--- src/rtl/seg7_scan_decoder.sv ---
// Snoops a multiplexed 7-segment bus and decodes each digit back to its hex value.
// Uses per-digit stability filtering and valid/bad flags.
module seg7_scan_decoder #(
    parameter int unsigned NUM_DIGITS = 4,
    parameter int unsigned SAMPLE_DIV = 16,
    parameter int unsigned STABLE_CNT = 3
) (
    input  logic                                              clk,
    input  logic                                              rst,
    input  logic [6:0]                                        seg_in,
    input  logic [NUM_DIGITS-1:0]                             dig_sel,
    output logic [4*NUM_DIGITS-1:0]                           digits,
    output logic [NUM_DIGITS-1:0]                             digit_valid,
    output logic [NUM_DIGITS-1:0]                             bad_pattern,
    output logic                                              sel_error,
    output logic                                              update,
    output logic [(NUM_DIGITS > 1 ? $clog2(NUM_DIGITS) : 1)-1:0] update_idx
);

    localparam int unsigned IdxW = (NUM_DIGITS > 1) ? $clog2(NUM_DIGITS) : 1;
    localparam int unsigned DivW = (SAMPLE_DIV > 1) ? $clog2(SAMPLE_DIV) : 1;
    localparam int unsigned CntW = $clog2(STABLE_CNT + 1);

    logic [6:0]            seg_s1_q, seg_s2_q;
    logic [NUM_DIGITS-1:0] sel_s1_q, sel_s2_q;
    logic [DivW-1:0]       div_q;
    logic [6:0]            cand_q [NUM_DIGITS];
    logic [CntW-1:0]       cnt_q  [NUM_DIGITS];

    logic            tick, sel_one_hot, sel_multi, match, commit;
    logic [IdxW-1:0] sel_idx;
    logic [6:0]      cur_cand;
    logic [CntW-1:0] cur_cnt, cnt_next;
    logic [4:0]      dec;

    // Returns {legal, code}.
    function automatic logic [4:0] decode(input logic [6:0] p);
        case (p)
            7'h3F: return 5'h10;
            7'h06: return 5'h11;
            7'h5B: return 5'h12;
            7'h4F: return 5'h13;
            7'h66: return 5'h14;
            7'h6D: return 5'h15;
            7'h7D: return 5'h16;
            7'h07: return 5'h17;
            7'h7F: return 5'h18;
            7'h6F: return 5'h19;
            7'h77: return 5'h1A;
            7'h7C: return 5'h1B;
            7'h39: return 5'h1C;
            7'h5E: return 5'h1D;
            7'h79: return 5'h1E;
            7'h71: return 5'h1F;
            default: return 5'h00;
        endcase
    endfunction

    always_comb begin
        tick        = (div_q == DivW'(SAMPLE_DIV - 1));
        sel_one_hot = (sel_s2_q != '0) && ((sel_s2_q & (sel_s2_q - 1'b1)) == '0);
        sel_multi   = (sel_s2_q != '0) && !sel_one_hot;
        sel_idx     = '0;
        for (int k = 0; k < NUM_DIGITS; k++) begin
            if (sel_s2_q[k]) sel_idx = IdxW'(k);
        end
        cur_cand = cand_q[sel_idx];
        cur_cnt  = cnt_q[sel_idx];
        match    = (seg_s2_q == cur_cand);
        if (!match) begin
            cnt_next = CntW'(1);
        end else if (cur_cnt == CntW'(STABLE_CNT)) begin
            cnt_next = cur_cnt;
        end else begin
            cnt_next = cur_cnt + 1'b1;
        end
        // Commit only on the transition into STABLE_CNT, never while saturated.
        commit = tick && sel_one_hot &&
                 (match ? (cur_cnt == CntW'(STABLE_CNT - 1)) : (STABLE_CNT == 1));
        dec    = decode(seg_s2_q);
    end

    always_ff @(posedge clk) begin
        if (rst) begin
            seg_s1_q    <= '0;
            seg_s2_q    <= '0;
            sel_s1_q    <= '0;
            sel_s2_q    <= '0;
            div_q       <= '0;
            digits      <= '0;
            digit_valid <= '0;
            bad_pattern <= '0;
            sel_error   <= 1'b0;
            update      <= 1'b0;
            update_idx  <= '0;
            for (int k = 0; k < NUM_DIGITS; k++) begin
                cand_q[k] <= '0;
                cnt_q[k]  <= '0;
            end
        end else begin
            seg_s1_q   <= seg_in;
            seg_s2_q   <= seg_s1_q;
            sel_s1_q   <= dig_sel;
            sel_s2_q   <= sel_s1_q;
            div_q      <= tick ? '0 : div_q + 1'b1;
            sel_error  <= tick && sel_multi;
            update     <= commit;
            update_idx <= commit ? sel_idx : '0;
            if (tick && sel_one_hot) begin
                cand_q[sel_idx] <= seg_s2_q;
                cnt_q[sel_idx]  <= cnt_next;
            end
            if (commit) begin
                if (dec[4]) begin
                    digits[{sel_idx, 2'b00} +: 4] <= dec[3:0];
                    digit_valid[sel_idx]          <= 1'b1;
                    bad_pattern[sel_idx]          <= 1'b0;
                end else begin
                    digit_valid[sel_idx] <= 1'b0;
                    bad_pattern[sel_idx] <= (seg_s2_q != 7'h00);
                end
            end
        end
    end

endmodule

--- config.mk ---
export PLATFORM = sky130hd
export DESIGN_NAME = seg7_scan_decoder
export DESIGN_NICKNAME = d
export VERILOG_FILES = /design/src/rtl/seg7_scan_decoder.sv
export SDC_FILE = /design/constraint.sdc
export NUM_CORES = 1
export LEC_CHECK = 0
export ABC_CLOCK_PERIOD_IN_PS = 5600
export CORE_ASPECT_RATIO = 0.7
export CORE_MARGIN = 1
export CORE_UTILIZATION = 62
export DETAILED_ROUTE_END_ITERATION = 7
export PLACE_DENSITY = 0.88
export SLEW_MARGIN = 20
export SYNTH_ARGS = -nofsm -noshare
export SYNTH_HDL_FRONTEND = slang
export SYNTH_SLANG_ARGS = --single-unit
--- constraint.sdc ---
create_clock -name clk -period 5.6 [get_ports clk]
set_clock_uncertainty 0.05 [all_clocks]
set_input_delay 0.56 -clock clk [delete_from_list [all_inputs] [get_ports clk]]
set_output_delay 0.56 -clock clk [all_outputs]
set_load 0.005 [all_outputs]
==> results_dict.tcl <==
set metrics [dict create \
    path_buf_inv 1 \
    numCtsBuffers 9 \
    ios 41 \
    finalWorstPathRequiredPeriod_ns 3.16 \
    synth_area_leaders "sky130_fd_sc_hd__dfxtp_1 (24%), sky130_fd_sc_hd__edfxtp_1 (24%), sky130_fd_sc_hd__mux2i_1 (7.5%), sky130_fd_sc_hd__nand2b_1 (4.2%), sky130_fd_sc_hd__xnor2_1 (3.7%)" \
    port-buffer-count 40 \
    globalRouteOverflowTotal 0 \
    max_cap_violations 0 \
    share_clk_of_total_power_pct 34.3 \
    drt_pass1_iterations 5 \
    final.period_utilization_pct 56.4 \
    syn_area_sq_um 4510 \
    timing.setup.critical_path_class "reg -> reg" \
    worstReg2RegEnd "digits[8]$_SDFFE_PP0P_" \
    post_cts_resize_count 0 \
    power.share.combinational_pct 8.4 \
    dpl.cell_count 523 \
    synthDominantAreaCellType "sky130_fd_sc_hd__dfxtp_1" \
    die_w_um 104 \
    clk_pin_slew_worst_paths_ns 0.09 \
    number_of_register_bits_inferred_by_synthesis 90 \
    drt-vias-per-instance 5.77 \
    report.final.setup_viol 0 \
    cp_slowest_stage_delay_ns 0.75 \
    worstPathRequired_ns 5.84 \
    first_global_vias 2791 \
    worstPathCellList "nor2_1 -> inv_1 -> ha_1 -> nor4b_1 -> nand2_1 -> mux2i_1" \
    grt_start_max_net_pins 62 \
    p_leak_nw 1.75 \
    crit_path_top_delay_cell "sky130_fd_sc_hd__nor4b_1" \
    cts_post_setup_buffers_inserted 0 \
    routed-via-count 3108 \
    launch_point_of_the_critical_path "sel_s2_q[3]$_SDFF_PP0_" \
    swShare_pct 24.8 \
    switchingPower_mw 0.312 \
    reg2reg_setup_slack_ns 2.44 \
    postRouteAntennaNets 0 \
    worst_margin_pin_slew_ns 0.965 \
    asyncSetResetFlopFracSynth_pct 0 \
    core_area_sq_um 6880 \
    cts_hold_buffers 0 \
    maxClockFrequency_mhz 317 \
    die_area_sq_um 7620 \
    die_h_um 73.3 \
    result_of_the_run "complete, no violations" \
    worst_skew_late_latency_ns 0.36 \
    synthesis.yosys.warnings 0 \
    tns_ns 0 \
    cell_internal_pwr_mw 0.946 \
    max-slew-margin-rel_pct 35.7 \
    holdCritPathClass "reg -> reg" \
    finalNetCount 462 \
    finalNonFillerCells 539 \
    drt-total-wl_um 9010 \
    max-clock-path-buffers 2 \
    synth_top_area_share_pct 24.0 \
    layout-drive-gt1-share_pct 8.31 \
    endpoint_kind "register" \
    n_diodes 0 \
    setup.worst_path.end "digits[8]$_SDFFE_PP0P_" \
    worst_setup_path_start_kind "register" \
    hpwl_after_dpl_um 6120 \
    rsz0062_at_grt "no" \
    filler_cell_count 473 \
    post_synth.cell_area_avg_sq_um 10.9 \
    yosysMostFrequentCell "sky130_fd_sc_hd__dfxtp_1" \
    grt_antenna_before_repair 0 \
    slew_violations 0 \
    seq_power_share_pct 57.2 \
    syn_inst 415 \
    cp_num_cells 6 \
    synthToLayoutAreaGrowth_pct 12.6 \
    detailedRoute.firstIterationViolations 255 \
    dominantRegCellSynth "sky130_fd_sc_hd__dfxtp_1" \
    critical_path.max_fanout 21 \
    synth_cell_types 57 \
    pwr_density_cell_nw_per_um2 248 \
    hold_viol_final 0 \
    worst_ep_arrival_time_ns 3.40 \
    wl_per_cell_um 16.7 \
    clock-sinks 90 \
    ff_to_ff_start "sel_s2_q[3]$_SDFF_PP0_" \
    count_of_flip_flops_with_a_built_in_enable_after_synthesis 36 \
    synth_seq_area_share_pct 48.0 \
    core.rowCount 25 \
    ir_worst_vdd_mv 0.173 \
    r2r_cells 6 \
    syn-num-nets 437 \
    grt_usage_pct 25.0 \
    gpl.final_weighted_congestion 0.860 \
    synth_commonest_cells "sky130_fd_sc_hd__dfxtp_1 (54), sky130_fd_sc_hd__edfxtp_1 (36), sky130_fd_sc_hd__mux2i_1 (34)" \
    path_delay_family "simple AND/OR/NAND/NOR gates" \
    htreeDepth 3 \
    cts_tree "done" \
    initial_utilization_pct 65.5 \
    ctsRootBufferMaster "sky130_fd_sc_hd__clkbuf_8" \
    grt_pass1_wl_um 14500 \
    post-route-drc-count 0 \
    fin_util_pct 73.8 \
]
-- routing by layer --
| layer | up-vias | wire (um) | share of wire (%) | global-route usage [%] |
|---|---|---|---|---|
| met5 | - | 0 | 0 | 0 |
| met2 | 119 | 3870 | 43 | 36.8 |
| met4 | 0 | 141 | 1.6 | 8.73 |
| met3 | 17 | 533 | 5.9 | 4.79 |
| li1 | 1514 | - | - | - |
| met1 | 1458 | 4460 | 50 | 37.0 |
-- per-stage QoR --
step / worst slack (ns) / area, sq um / hold WS (ns) / power [mW]
floorplan: 3.35 / 4510 / 0.364 / 0.811
global placement: 2.60 / 4880 / 0.367 / 0.834
detailed placement: 2.48 / 4880 / 0.370 / 0.839
CTS: 2.51 / 5080 / 0.396 / 1.27
global route: 2.16 / 5080 / 0.413 / 1.30
finish: 2.44 / 5080 / 0.393 / 1.26
-- power by group through the flow --
stage,logic (mW),registers [mW],clock network [mW]
3_3_place_gp,0.101,0.733,0
5_1_grt,0.116,0.723,0.465
6_report,0.106,0.720,0.432
4_1_cts,0.105,0.719,0.441
3_5_place_dp,0.105,0.734,0
2_1_floorplan,0.0934,0.718,0
-- kinds of logic (layout without fill, tap and decap cells) --
group | Yosys count | count (layout) | share of synthesized area (%)
buffers and inverters | 39 | 69 | 4.22
DFF | 90 | 90 | 48.0
muxes | 35 | 35 | 7.80
adders and majority gates | 10 | 10 | 2.72
xor gates and xnor gates | 20 | 20 | 3.89
AOI/OAI and AO/OA | 48 | 48 | 8.44
and+or+nand+nor | 173 | 173 | 25.0
-- state kept, by name (all words and copies together), names as in the netlist, named ones only --
signal / flops
cand_q: 28
digits: 16
cnt_q: 8
seg_s1_q: 7
seg_s2_q: 7
bad_pattern: 4
div_q: 4
sel_s1_q: 4
sel_s2_q: 4
update_idx: 2
sel_error: 1
update: 1
-- layout by cell type, fill, tap and decap left out, drive strengths merged, types with 3 or more instances in the layout --
master and n:
edfxtp 36, a22oi 9, and2 18, nand2 27, a21oi 5, dfxtp 54
and3 12, mux2i 34, clkbuf 12, clkdlybuf4s50 39, ha 9, xnor2 19
inv 15, a31oi 6, o211ai 5, nor4 12, a211o 3, or2 4
nor3 8, nor2 11, nor2b 25, nor3b 4, o21ai 5, nand3 6
nand2b 30, a21o 3
-- worst min-delay path by stage --
stage,from,to,slack [ns],depth (start not counted)
finish,sel_s1_q[3]$_SDFF_PP0_,sel_s2_q[3]$_SDFF_PP0_,0.39,1
global route,seg_s1_q[5]$_SDFF_PP0_,seg_s2_q[5]$_SDFF_PP0_,0.41,1
CTS,sel_s1_q[3]$_SDFF_PP0_,sel_s2_q[3]$_SDFF_PP0_,0.40,1
detailed placement,seg_s1_q[2]$_SDFF_PP0_,seg_s2_q[2]$_SDFF_PP0_,0.37,1
global placement,seg_s1_q[1]$_SDFF_PP0_,seg_s2_q[1]$_SDFF_PP0_,0.37,1
floorplan,seg_s1_q[0]$_SDFF_PP0_,seg_s2_q[0]$_SDFF_PP0_,0.36,1
-- final cells by class --
| type | instances | area (sq um) | area share [%] |
|---|---|---|---|
| clock buffers | 12 | 166 | 3.28 |
| clock inverters | 4 | 31.3 | 0.616 |
| inverters | 13 | 48.8 | 0.961 |
| multi-input cells | 286 | 2160 | 42.5 |
| flip-flops and latches | 90 | 2160 | 42.6 |
| well taps | 94 | 118 | 2.32 |
| repair buffers | 40 | 395 | 7.79 |
Note: power is estimated with default switching activity, not from simulation.
